===== src/rtl/boot_pkg.sv =====
// Shared constants and state encoding for the UART boot loader.
package boot_pkg;
  localparam int BYTES_PER_WORD = 4;
  localparam int TO_W           = 32;
  localparam int WC_W           = 16;

  typedef logic [1:0] state_t;
  localparam state_t S_HDR  = 2'd0;
  localparam state_t S_BODY = 2'd1;
  localparam state_t S_DONE = 2'd2;
  localparam state_t S_ERR  = 2'd3;
endpackage


===== src/rtl/uart_boot_loader_word_packer.sv =====
// Assembles UART bytes MSB-first into 32-bit words; word_valid is combinational
// on the strobe that delivers the last byte so the top can register the write.
module word_packer
  import boot_pkg::*;
(
  input  logic        sysclk,
  input  logic        rst,
  input  logic        en,
  input  logic        rx_valid,
  input  logic [7:0]  rx_data,
  output logic        word_valid,
  output logic [31:0] word,
  output logic [1:0]  byte_idx
);
  logic [23:0] acc;

  assign word_valid = en && rx_valid && (byte_idx == 2'(BYTES_PER_WORD - 1));
  assign word       = {acc, rx_data};

  always_ff @(posedge sysclk or negedge rst) begin
    if (!rst) begin
      acc      <= '0;
      byte_idx <= '0;
    end else if (en && rx_valid) begin
      acc      <= {acc[15:0], rx_data};
      byte_idx <= byte_idx + 2'd1;
    end
  end
endmodule


===== src/rtl/uart_boot_loader.sv =====
// Loads a length-prefixed word frame from the UART into data memory, then
// hands the memory port to the CPU and releases it from reset.
module uart_boot_loader
  import boot_pkg::*;
#(
  parameter logic [31:0] BASE_ADDR      = 32'h0000_0000,
  parameter int          MAX_WORDS      = 256,
  parameter int          TIMEOUT_CYCLES = 2_000_000
) (
  input  logic        sysclk,
  input  logic        rst,
  input  logic [7:0]  rx_data,
  input  logic        rx_valid,
  input  logic        cpu_mem_we,
  input  logic [31:0] cpu_mem_addr,
  input  logic [31:0] cpu_mem_wdata,
  output logic        mem_we,
  output logic [31:0] mem_addr,
  output logic [31:0] mem_wdata,
  output logic        cpu_run,
  output logic        load_err
);
  state_t            state;
  logic [WC_W-1:0]   wcnt, n_words, wcnt_nx;
  logic [TO_W-1:0]   to_cnt;
  logic              lw_we, run_q;
  logic [31:0]       lw_addr, lw_wdata;
  logic              pk_en, word_valid, hdr_bad, to_run, timeout_hit;
  logic [31:0]       word;
  logic [1:0]        byte_idx;

  assign pk_en = (state == S_HDR) || (state == S_BODY);

  word_packer u_packer (
    .sysclk     (sysclk),
    .rst        (rst),
    .en         (pk_en),
    .rx_valid   (rx_valid),
    .rx_data    (rx_data),
    .word_valid (word_valid),
    .word       (word),
    .byte_idx   (byte_idx)
  );

  assign wcnt_nx     = wcnt + 1'b1;
  assign hdr_bad     = (word[31:16] != '0) || (word[15:0] > WC_W'(MAX_WORDS));
  assign to_run      = (state == S_BODY) || ((state == S_HDR) && (byte_idx != 2'd0));
  // A strobe in the same cycle as expiry keeps the load alive.
  assign timeout_hit = to_run && !rx_valid && (to_cnt == TO_W'(TIMEOUT_CYCLES));

  always_ff @(posedge sysclk or negedge rst) begin
    if (!rst) begin
      state    <= S_HDR;
      wcnt     <= '0;
      n_words  <= '0;
      to_cnt   <= '0;
      lw_we    <= 1'b0;
      lw_addr  <= '0;
      lw_wdata <= '0;
      run_q    <= 1'b0;
    end else begin
      lw_we <= 1'b0;
      // run lags S_DONE by one cycle so the final loader write reaches memory.
      run_q <= (state == S_DONE);
      if (rx_valid)    to_cnt <= '0;
      else if (to_run) to_cnt <= to_cnt + 1'b1;

      if (timeout_hit) begin
        state <= S_ERR;
      end else if (word_valid) begin
        case (state)
          S_HDR: begin
            if (hdr_bad) begin
              state <= S_ERR;
            end else begin
              lw_we    <= 1'b1;
              lw_addr  <= BASE_ADDR;
              lw_wdata <= word;
              n_words  <= word[15:0];
              wcnt     <= '0;
              state    <= (word[15:0] == '0) ? S_DONE : S_BODY;
            end
          end
          S_BODY: begin
            lw_we    <= 1'b1;
            lw_addr  <= BASE_ADDR + {14'd0, wcnt_nx, 2'b00};
            lw_wdata <= word;
            wcnt     <= wcnt_nx;
            if (wcnt_nx == n_words) state <= S_DONE;
          end
          default: ;
        endcase
      end
    end
  end

  assign cpu_run   = run_q;
  assign load_err  = (state == S_ERR);
  assign mem_we    = run_q ? cpu_mem_we    : (lw_we && (state != S_ERR));
  assign mem_addr  = run_q ? cpu_mem_addr  : lw_addr;
  assign mem_wdata = run_q ? cpu_mem_wdata : lw_wdata;
endmodule


===== config.mk =====
export PLATFORM = sky130hd
export DESIGN_NAME = uart_boot_loader
export DESIGN_NICKNAME = d
export VERILOG_FILES = /design/src/rtl/boot_pkg.sv /design/src/rtl/uart_boot_loader_word_packer.sv /design/src/rtl/uart_boot_loader.sv
export SDC_FILE = /design/constraint.sdc
export NUM_CORES = 1
export LEC_CHECK = 0
export CAP_MARGIN = 0
export CELL_PAD_IN_SITES_DETAIL_PLACEMENT = 1
export CELL_PAD_IN_SITES_GLOBAL_PLACEMENT = 1
export CORE_UTILIZATION = 25
export DETAILED_ROUTE_END_ITERATION = 8
export GPL_TIMING_DRIVEN = 0
export HOLD_SLACK_MARGIN = 0.1
export PLACE_DENSITY_LB_ADDON = 0.05
export SYNTH_ARGS = -nofsm -noshare
export SYNTH_HDL_FRONTEND = slang
export SYNTH_HIERARCHICAL = 1
export SYNTH_SLANG_ARGS = --single-unit

===== constraint.sdc =====
create_clock -name sysclk -period 4.6 [get_ports sysclk]
set_clock_uncertainty 0.15 [all_clocks]
set_input_delay 0.69 -clock sysclk [delete_from_list [all_inputs] [get_ports sysclk]]
set_output_delay 0.69 -clock sysclk [all_outputs]
set_load 0.05 [all_outputs]

==> impl_results.md, run 1 <==
* First-pass GRT wire length at about 32000 um
* Cells along the critical path: buf_1 > buf_1 > mux2_2 > clkdlybuf4s50_1
* Slew headroom at approximately 48%
* WP data arrival at roughly 3100 ps
* Drt via density at 4.64
* Clock Sinks at between 100 and 150
* Fill cells at approximately 3000
* Worst-path fanout max at 10
* Sequential area share after synthesis at 46.0%
* Port Buffer Count at roughly 140
* Worst path bufs/invs at 3
* Number of core rows at 60
* Post-cts resize count at 0
* Design Power at between 2000 and 3000 uW
* Wirelength, routed at between 15000 and 20000 um
* # setup viols final at 0
* Worst Hold Class: register to register
* Final nets at between 800 and 900
* Synth Cell Area at slightly below 7000 um2
* Final Hold Viols at 0
* Syn nets at about 670
* Layout cell share with drive strength beyond 1 at about a quarter
* Data required time at the worst endpoint at about 3800 ps
* Routability Congestion at around 0.73
* Slew Viols, Final at 0
* DR WL/cell at around 18 um
* CTS clock-pin slew for the worst setup and hold paths at 60 ps
* P&R area growth vs syn at 36.6%
* Yosys cell types at between 60 and 70
* Cells after DPL at roughly 1100
* Initial antenna violation count at 0
* Yosys warning count at 6
* Drt pass-1 iters at 4
* Die area at approximately 28000 um2
* Avg Cell Area, Syn at between 10 and 15 um2
* # hold bufs at CTS at 1
* CTS Buffer Depth at 2
* CP endpoint kind: primary output
* Clock Latency Late Sink at ~420 ps
* VDD IR max at between 200 and 250 uV
* Total track usage at 14.9%
* Cell count after synthesis at slightly below 600
* Crit-path leading delay family: buffers and inverters
* Antenna Nets Post-Route at 0
* DRC errors left at 0
* Max-cap violations at 0
* Non-filler cells, final at roughly 1100
* Setup bufs post-CTS at 0
* Power per cell area at between 300 and 400 nW/um2
* Cts bufs inserted at 17
* Critical path startpoint: cpu_run
* CTS tree: built
* Startpoint Class: register
* Detailed Place HPWL at between 10000 and 15000 um
* Worst-Margin Slew at 768 ps
* Hold_sp: lw_wdata[28]
* Worst r2r src: to_cnt[1]
* Most frequent cells in the layout: clkdlybuf4s50_1 (141), dfrtp_1 (126), mux2_2 (88), nor2_1 (46), xor2_1 (29)
* Largest net degree at the start of global routing at 94
* Core Region at between 20000 and 30000 um2
* Async SR Flop Fraction at 100%
* Worst Path Class, Setup: register to primary output
* Highest clock rate at about 0.25 GHz
* Drt initial violations at around 140
* Root buf cell: clkbuf_16
* Die Width at 168 um
* Outcome: complete, no violations
* EDFF count, synth at 0
* Final period utilization at 86.4%
* Grt ovf at 0
* Lkg Pwr at 0.00416 uW
* #FFs+latches synth at approximately 130
* Most frequent cell on the critical path: buf_1
* Delay of the slowest critical-path stage at a little over 700 ps
* CP max stage cell: clkdlybuf4s50_1
* Cell Area, Placed at 8730 um2
* Vias in the first global route at roughly 5600
* Main synth FF type: dfrtp_1
* Unrepaired setup endpoints after global routing: false
* Max H-tree Level at 4
* Vias at ~5200
* Die span in y at between 150 and 200 um
* Final Instance Area at 9360 um2
* Initial Utilization at ~25%
* I/O Pins at 143
* Period minus WS final at a little under 4000 ps
* Antenna fix cells at 0
* Commonest non-fill, non-tap cell in the layout: clkdlybuf4s50_1
cells in the mapped netlist (all sizes together), types with 2 or more instances:
| library cell | instances | area [um2] |
|---|---|---|
| nand2 | 29 | 119 |
| xnor2 | 22 | 193 |
| ha | 4 | 50.1 |
| mux2i | 4 | 40.0 |
| xor2 | 29 | 254 |
| nor2b | 6 | 37.5 |
| mux2 | 113 | 1340 |
| clkbuf | 9 | 37.5 |
| and3 | 12 | 82.6 |
| a21oi | 10 | 53.8 |
| nor2 | 48 | 190 |
| and4 | 8 | 76.3 |
| nor4 | 13 | 103 |
| nand4 | 12 | 93.8 |
| dfrtp | 126 | 3150 |
| and2 | 26 | 166 |
| nor4b | 4 | 35.0 |
| inv | 8 | 30.0 |
| o41ai | 2 | 17.5 |
| nor3 | 4 | 41.3 |
| nand3 | 22 | 125 |
| o31ai | 13 | 97.6 |
| buf | 29 | 243 |
| o21ai | 26 | 134 |
| or3 | 3 | 18.8 |
through the flow:
step           TNS, ps  hold slack, ps  util, %  worst slack [ps]
4_1_cts              0             358     34.7               506
3_5_place_dp         0             342     32.4               962
3_3_place_gp   -339620             333     32.3             -2710
6_report             0             353     34.7               626
5_1_grt              0             371     34.7               389
2_1_floorplan        0             244        -              1620
final cells by class:
cell class	instances	area, um2	share of cell area (%)
multi-input combinational	421	3390	36.2
sequential	126	3150	33.7
timing repair buffer	144	1460	15.6
clock buffer	19	433	4.62
tap	341	427	4.56
buffer	38	280	2.99
clock inverter	13	190	2.03
inverter	8	30.0	0.321
registers in the layout, indices dropped and copies added, names as in the netlist:
name               count
lw_we                  1
lw_wdata              32
u_packer/acc          24
n_words               16
lw_addr               16
u_packer/byte_idx      2
state                  2
cpu_run                1
to_cnt                32
worst reg2reg max path, cell delays in order, from the launching register on:
cell,delay (ps)
dfrtp_1,400
inv_1,100
ha_1,150
nor4b_1,280
and3_2,250
nand4_2,180
nand3_1,400
clkbuf_1,520
o21ai_0,150
worst paths after layout:
kind,end,slack [ps],cells after the start
setup / recovery,mem_wdata[12],630,4
hold / removal,lw_wdata[28],350,1
setup reg to reg,lw_addr[2],1880,8
hold reg to reg,lw_wdata[28],350,1
max in group asynchronous,state[1],2900,3
min in group asynchronous,lw_wdata[20],590,2
cells by family after synthesis:
logic type	synth area share (%)
muxes	20.2
adders and majority gates	0.730
and+or+nand+nor	16.1
DFF	46.0
AOI/OAI and AO/OA	5.95
buffers and inverters	4.53
xor gates and xnor gates	6.52
layer usage:
metal	GRT usage, %	wire (um)
met3	2.93	644
met2	24.4	9310
met1	20.0	9540
met4	3.71	171
met5	0	0
power breakdown:
part           total (uW)     switching (uW)  internal [uW]
registers            1110  0.000000000000741           1110
clock network        1430                525            910
logic                 299                169            131
total                2840                694           2150
No activity file was read; power rests on OpenSTA's default activity.
==> run 2, diff against run 1 <==
--- a/config.mk
+++ b/config.mk
@@ -8,7 +8,7 @@
 export CAP_MARGIN = 0
 export CELL_PAD_IN_SITES_DETAIL_PLACEMENT = 1
 export CELL_PAD_IN_SITES_GLOBAL_PLACEMENT = 1
-export CORE_UTILIZATION = 25
+export CORE_UTILIZATION = 44
 export DETAILED_ROUTE_END_ITERATION = 8
 export GPL_TIMING_DRIVEN = 0
 export HOLD_SLACK_MARGIN = 0.1
==> impl_results.md, run 2 (synthesis gave the netlist of run 1 again) <==
* Outcome: complete, no violations
* Wirelength, routed at about 18000 um
* Final period utilization at just over 80%
* Grt ovf at 0
* Int Pwr at just under 2000 uW
* Worst Hold Class: register to register
* Clock Latency Late Sink at around 430 ps
* Biggest regs: lw_wdata (32), to_cnt (32), u_packer/acc (24)
* Max H-tree Level at 4
* Fill cells at between 1500 and 2000
* Die Width at 127 um
* CTS Buffer Depth at 2
* CTS clock-pin slew for the worst setup and hold paths at around 60 ps
* I/O Pins at 143
* Startpoint Class: register
* Total track usage at 24.5%
* WHS Path Cells at 1
* Commonest non-fill, non-tap cell in the layout: clkdlybuf4s50_1
* Slew Viols, Final at 0
* Cells after DPL at between 900 and 1000
* Core Region at between 15000 and 20000 um2
* Data required time at the worst endpoint at 3760 ps
* Critical path startpoint: cpu_run
* First-pass GRT wire length at 30300 um
* Die area at roughly 16000 um2
* Worst-path fanout max at 10
* Die span in y at 127 um
* FF-to-FF End: state[0]
* Initial Utilization at between 40% and 50%
* Final Hold Viols at 0
* Initial antenna violation count at 0
* Final nets at between 800 and 900
* Critical path capture point: mem_wdata[29]
* Sequential Power Share at 41.2%
* Power per cell area at 295 nW/um2
* Vias at around 5200
* Worst-Margin Slew at between 600 and 700 ps
* Worst Path Class, Setup: register to primary output
* DR WL/cell at between 15 and 20 um
* Vias in the first global route at between 5000 and 6000
* Drt via density at 5.39
* Most frequent cells in the layout: clkdlybuf4s50_1 (141), dfrtp_1 (126), mux2_2 (88), nor2_1 (46), xor2_1 (29)
* Port Buffer Count at between 100 and 150
* Non-filler cells, final at approximately 960
* P&R area growth vs syn at 33.0%
* Cells along the critical path: buf_1 > clkbuf_1 > mux2_2 > clkdlybuf4s50_1
* CP max stage cell: clkdlybuf4s50_1
* Max-cap violations at 0
* Slew headroom at 57.1%
* Setup bufs post-CTS at 0
* Delay of the slowest critical-path stage at just over 700 ps
* Hold Worst Slack at between 300 and 400 ps
* Worst path bufs/invs at 3
* Drt initial violations at around 210
* Antenna fix cells at 0
* Layout cell share with drive strength beyond 1 at between 20% and 30%
* WP data arrival at roughly 3000 ps
* Final Instance Area at ~9000 um2
* Crit. path cell count at 4
* Root buf cell: clkbuf_16
* VDD IR max at between 200 and 250 uV
* Antenna Nets Post-Route at 0
* Logic pwr share at between 10 and 15%
* Routability Congestion at just over 0.8
* Clock network power share at 47.7%
* Clock Sinks at 126
* Crit-path leading delay family: buffers and inverters
* Cts bufs inserted at 17
* Unrepaired setup endpoints after global routing: false
* Switching share of power at about a quarter
* Lkg Pwr at 0.00413 uW
* DRC errors left at 0
* Detailed Place HPWL at ~13000 um
* CTS tree: built
* Period minus WS final at between 3000 and 4000 ps
* CP endpoint kind: primary output
* Sequential cell area at 3150 um2
* Worst r2r src: lw_addr[2]
* Drt pass-1 iters at 4
* Cell Area, Placed at 8540 um2
* # setup viols final at 0
* Highest clock rate at between 0.2 and 0.3 GHz
* Largest net degree at the start of global routing at about 100
* Area of the multi-input gates at about 3400 um2
* R2R Setup Slk at about 2000 ps
* Number of core rows at 45
* NetSw at slightly above 700 uW
* R2R cell count at 9
## run 2: cell types whose count changed in the layout (fill, tap and decap cells not counted), sizes merged
cell	before	now
inv	9	12
clkinv	4	5
clkbuf	28	26
bufinv	4	1
clkinvlp	4	5
## run 2: stage by stage
step | total power [uW] | worst slack (ps) | utilization [%] | setup TNS [ps]
final | 2690 | 774 | 60.0 | 0
after global routing | 2770 | 557 | 60.0 | 0
after CTS | 2720 | 647 | 60.0 | 0
after detailed placement | 1430 | 1140 | 56.2 | 0
after global placement | 1420 | -2220 | 56.0 | -279300
after floorplan | 1280 | 1620 | - | 0
## run 2: cell type report
type	count	share of cell area (%)
Timing Repair Buffer	144	16.0
Tap cell	188	2.58
Sequential cell	126	34.6
Inverter	8	0.329
Clock buffer	17	4.67
Buffer	38	3.08
Multi-Input combinational cell	421	37.2
Clock inverter	15	1.52
## run 2: how the worst min path moves through the flow
stage,start,endpoint
2_1_floorplan,rst,cpu_run
3_3_place_gp,lw_wdata[5],lw_wdata[5]
3_5_place_dp,lw_wdata[28],lw_wdata[28]
4_1_cts,lw_wdata[28],lw_wdata[28]
5_1_grt,lw_wdata[27],lw_wdata[27]
6_report,lw_wdata[28],lw_wdata[28]
## run 2: power by group through the flow
stage	Combinational (uW)	Sequential, uW	Clock [uW]
2_1_floorplan	147	1130	0
3_3_place_gp	293	1130	0
3_5_place_dp	301	1130	0
4_1_cts	304	1110	1310
5_1_grt	316	1110	1350
6_report	300	1110	1280
## run 2: worst reg2reg max path: cells and delay by family (launching register included)
kind	cells	cell delay, ps
and+or+nand+nor	5	870
DFF	1	500
adders and majority gates	1	310
AOI/OAI and AO/OA	1	370
buffers and inverters	1	110
xor gates and xnor gates	1	180
## run 2: per-layer routing
metal / global-route usage, % / wire [um] / part of all wire (%)
met4: 8.26 / 296 / 1.6
met3: 5.78 / 769 / 4.2
met5: 0 / 0 / 0
met1: 30.0 / 7980 / 44
met2: 42.4 / 9170 / 50
## run 2: timing repair
action                    4_1_cts  5_1_grt
hold buffers                    1        0
gates resized for setup         0        0
hold endpoints to repair       25        0
==> run 3, diff against run 2 <==
--- a/config.mk
+++ b/config.mk
@@ -8,7 +8,7 @@
 export CAP_MARGIN = 0
 export CELL_PAD_IN_SITES_DETAIL_PLACEMENT = 1
 export CELL_PAD_IN_SITES_GLOBAL_PLACEMENT = 1
-export CORE_UTILIZATION = 44
+export CORE_UTILIZATION = 41
 export DETAILED_ROUTE_END_ITERATION = 8
 export GPL_TIMING_DRIVEN = 0
 export HOLD_SLACK_MARGIN = 0.1
==> constraint.sdc (replaced) <==
create_clock -name sysclk -period 3.6 [get_ports sysclk]
set_clock_uncertainty 0.15 [all_clocks]
set_input_delay 0.54 -clock sysclk [delete_from_list [all_inputs] [get_ports sysclk]]
set_output_delay 0.54 -clock sysclk [all_outputs]
set_load 0.05 [all_outputs]
==> impl_results.md, run 3 (synthesis gave the netlist of run 1 again) <==
* Total track usage at between 20% and 30%
* Most frequent cells in the layout: clkdlybuf4s50_1 (141), dfrtp_1 (126), mux2_2 (88), nor2_1 (46), xor2_1 (29)
* Fin worst setup slack at about 160 ps
* P&R area growth vs syn at 35.2%
* NetSw at roughly 840 uW
* Number of core rows at 46
* Int Pwr at 2900 uW
* Final nets at around 840
* Worst-path fanout max at 10
* Power per cell area at roughly 400 nW/um2
* Vias at approximately 5200
* Data required time at the worst endpoint at 2910 ps
* WP data arrival at between 2000 and 3000 ps
* Core Region at between 15000 and 20000 um2
* Die span in y at 131 um
* Vias in the first global route at slightly below 6000
* CTS clock-pin slew for the worst setup and hold paths at roughly 60 ps
* Unrepaired setup endpoints after global routing: false
* Cts bufs inserted at 17
* CP max stage cell: clkdlybuf4s50_1
* Post-layout util at 57.5%
* DRC errors left at 0
* I/O Pins at around 140
* Sequential Power Share at a little under two fifths
* Startpoint Class: register
* Fill cells at 1682
* Die area at around 17000 um2
* Design Power at about 3700 uW
* Period minus WS final at about 3400 ps
* Max H-tree Level at 4
* Antenna fix cells at 0
* Clock Latency Late Sink at 420 ps
* Lkg Pwr at about 0.0042 uW
* Worst Path Class, Setup: register to primary output
* Final period utilization at approximately 96%
* Biggest regs: lw_wdata (32), to_cnt (32), u_packer/acc (24)
* Slew headroom at 53.5%
* CTS tree: built
* Detailed Place HPWL at about 13000 um
* Logic pwr share at 10.2%
* Outcome: complete, no violations
* Hold_sp: lw_wdata[30]
* Crit-path leading delay family: buffers and inverters
* Root buf cell: clkbuf_16
* Slew Viols, Final at 0
* Highest clock rate at just under 0.3 GHz
* Worst path bufs/invs at 3
* Drt via density at 5.25
* Initial Utilization at approximately 43%
* DR WL/cell at 18.8 um
* Drt pass-1 iters at 4
* Clock network power share at between 50% and 60%
* VDD IR max at about 320 uV
* Switching share of power at about 22%
* Cells along the critical path: buf_1 > buf_2 > mux2_2 > clkdlybuf4s50_1
* Final Hold Viols at 0
* Max-cap violations at 0
* CP endpoint kind: primary output
* Routability Congestion at 0.816
* Pre-CTS WS at around 270 ps
* Cell Area, Placed at between 8000 and 9000 um2
* Worst Hold Class: register to register
* Die Width at around 130 um
* Port Buffer Count at about 140
* Wirelength, routed at 18600 um
* CTS Buffer Depth at 2
* Grt ovf at 0
* Commonest non-fill, non-tap cell in the layout: clkdlybuf4s50_1
* # setup viols final at 0
* Final Instance Area at roughly 9300 um2
* Largest net degree at the start of global routing at 80
* Antenna Nets Post-Route at 0
* Drt initial violations at between 200 and 250
* Critical path startpoint: cpu_run
* Layout cell share with drive strength beyond 1 at between 20% and 30%
* Worst r2r src: lw_addr[2]
* First-pass GRT wire length at 31400 um
* Initial antenna violation count at 0
* Delay of the slowest critical-path stage at 700 ps
* Worst-Margin Slew at about 700 ps
* Clock Sinks at approximately 130
-- run 3: area by class of cell --
type,instances,area (um2),area share [%]
inverter,8,30.0,0.324
multi-input combinational,421,3390,36.6
buffer,38,283,3.05
tap,216,270,2.92
clock buffer,23,498,5.38
timing repair buffer,144,1460,15.8
clock inverter,9,179,1.93
sequential,126,3150,34.0
-- run 3: what timing repair did --
item / CTS / global route
hold endpoints to repair: 47 / 0
hold buffers: 1 / 0
endpoints found under the setup margin: 20 / 0
buffers inserted: 0 / 0
resized for setup: 2 / 0
-- run 3: per-layer routing --
layer | global-route usage (%) | routed length, um | part of all wire (%)
met5 | 0 | 0 | 0
met4 | 6.72 | 259 | 1.4
met3 | 4.78 | 731 | 3.9
met2 | 39.4 | 9180 | 49
met1 | 29.2 | 8400 | 45
-- run 3: final timing paths --
kind,slack (ps),end,cells past startpoint
max,160,mem_wdata[12],4
min,340,lw_wdata[30],1
max reg2reg,830,state[0],9
min reg2reg,340,lw_wdata[30],1
max in group asynchronous,2060,lw_wdata[11],3
min in group asynchronous,500,lw_addr[6],2
-- run 3: stage by stage --
step,hold WS [ps],cells,setup TNS [ps]
6_report,341,985,0
5_1_grt,376,985,0
4_1_cts,351,985,0
3_5_place_dp,338,952,0
3_3_place_gp,328,951,-391310
2_1_floorplan,94.4,593,0
-- run 3: power by group through the flow --
stage / registers [uW] / logic, uW / clock network (uW)
2_1_floorplan: 1440 / 188 / 0
3_3_place_gp: 1440 / 375 / 0
3_5_place_dp: 1440 / 383 / 0
4_1_cts: 1420 / 386 / 1970
5_1_grt: 1420 / 403 / 2030
6_report: 1420 / 381 / 1950
-- run 3: worst reg2reg max path: stages (launching register included) --
cell and delay (ps):
dfrtp_1 510, ha_1 320, and3_4 220, buf_6 120
nand3_2 120, xnor2_1 200, nor4_4 260, nand4_1 200
o41ai_1 430, nand3_1 130
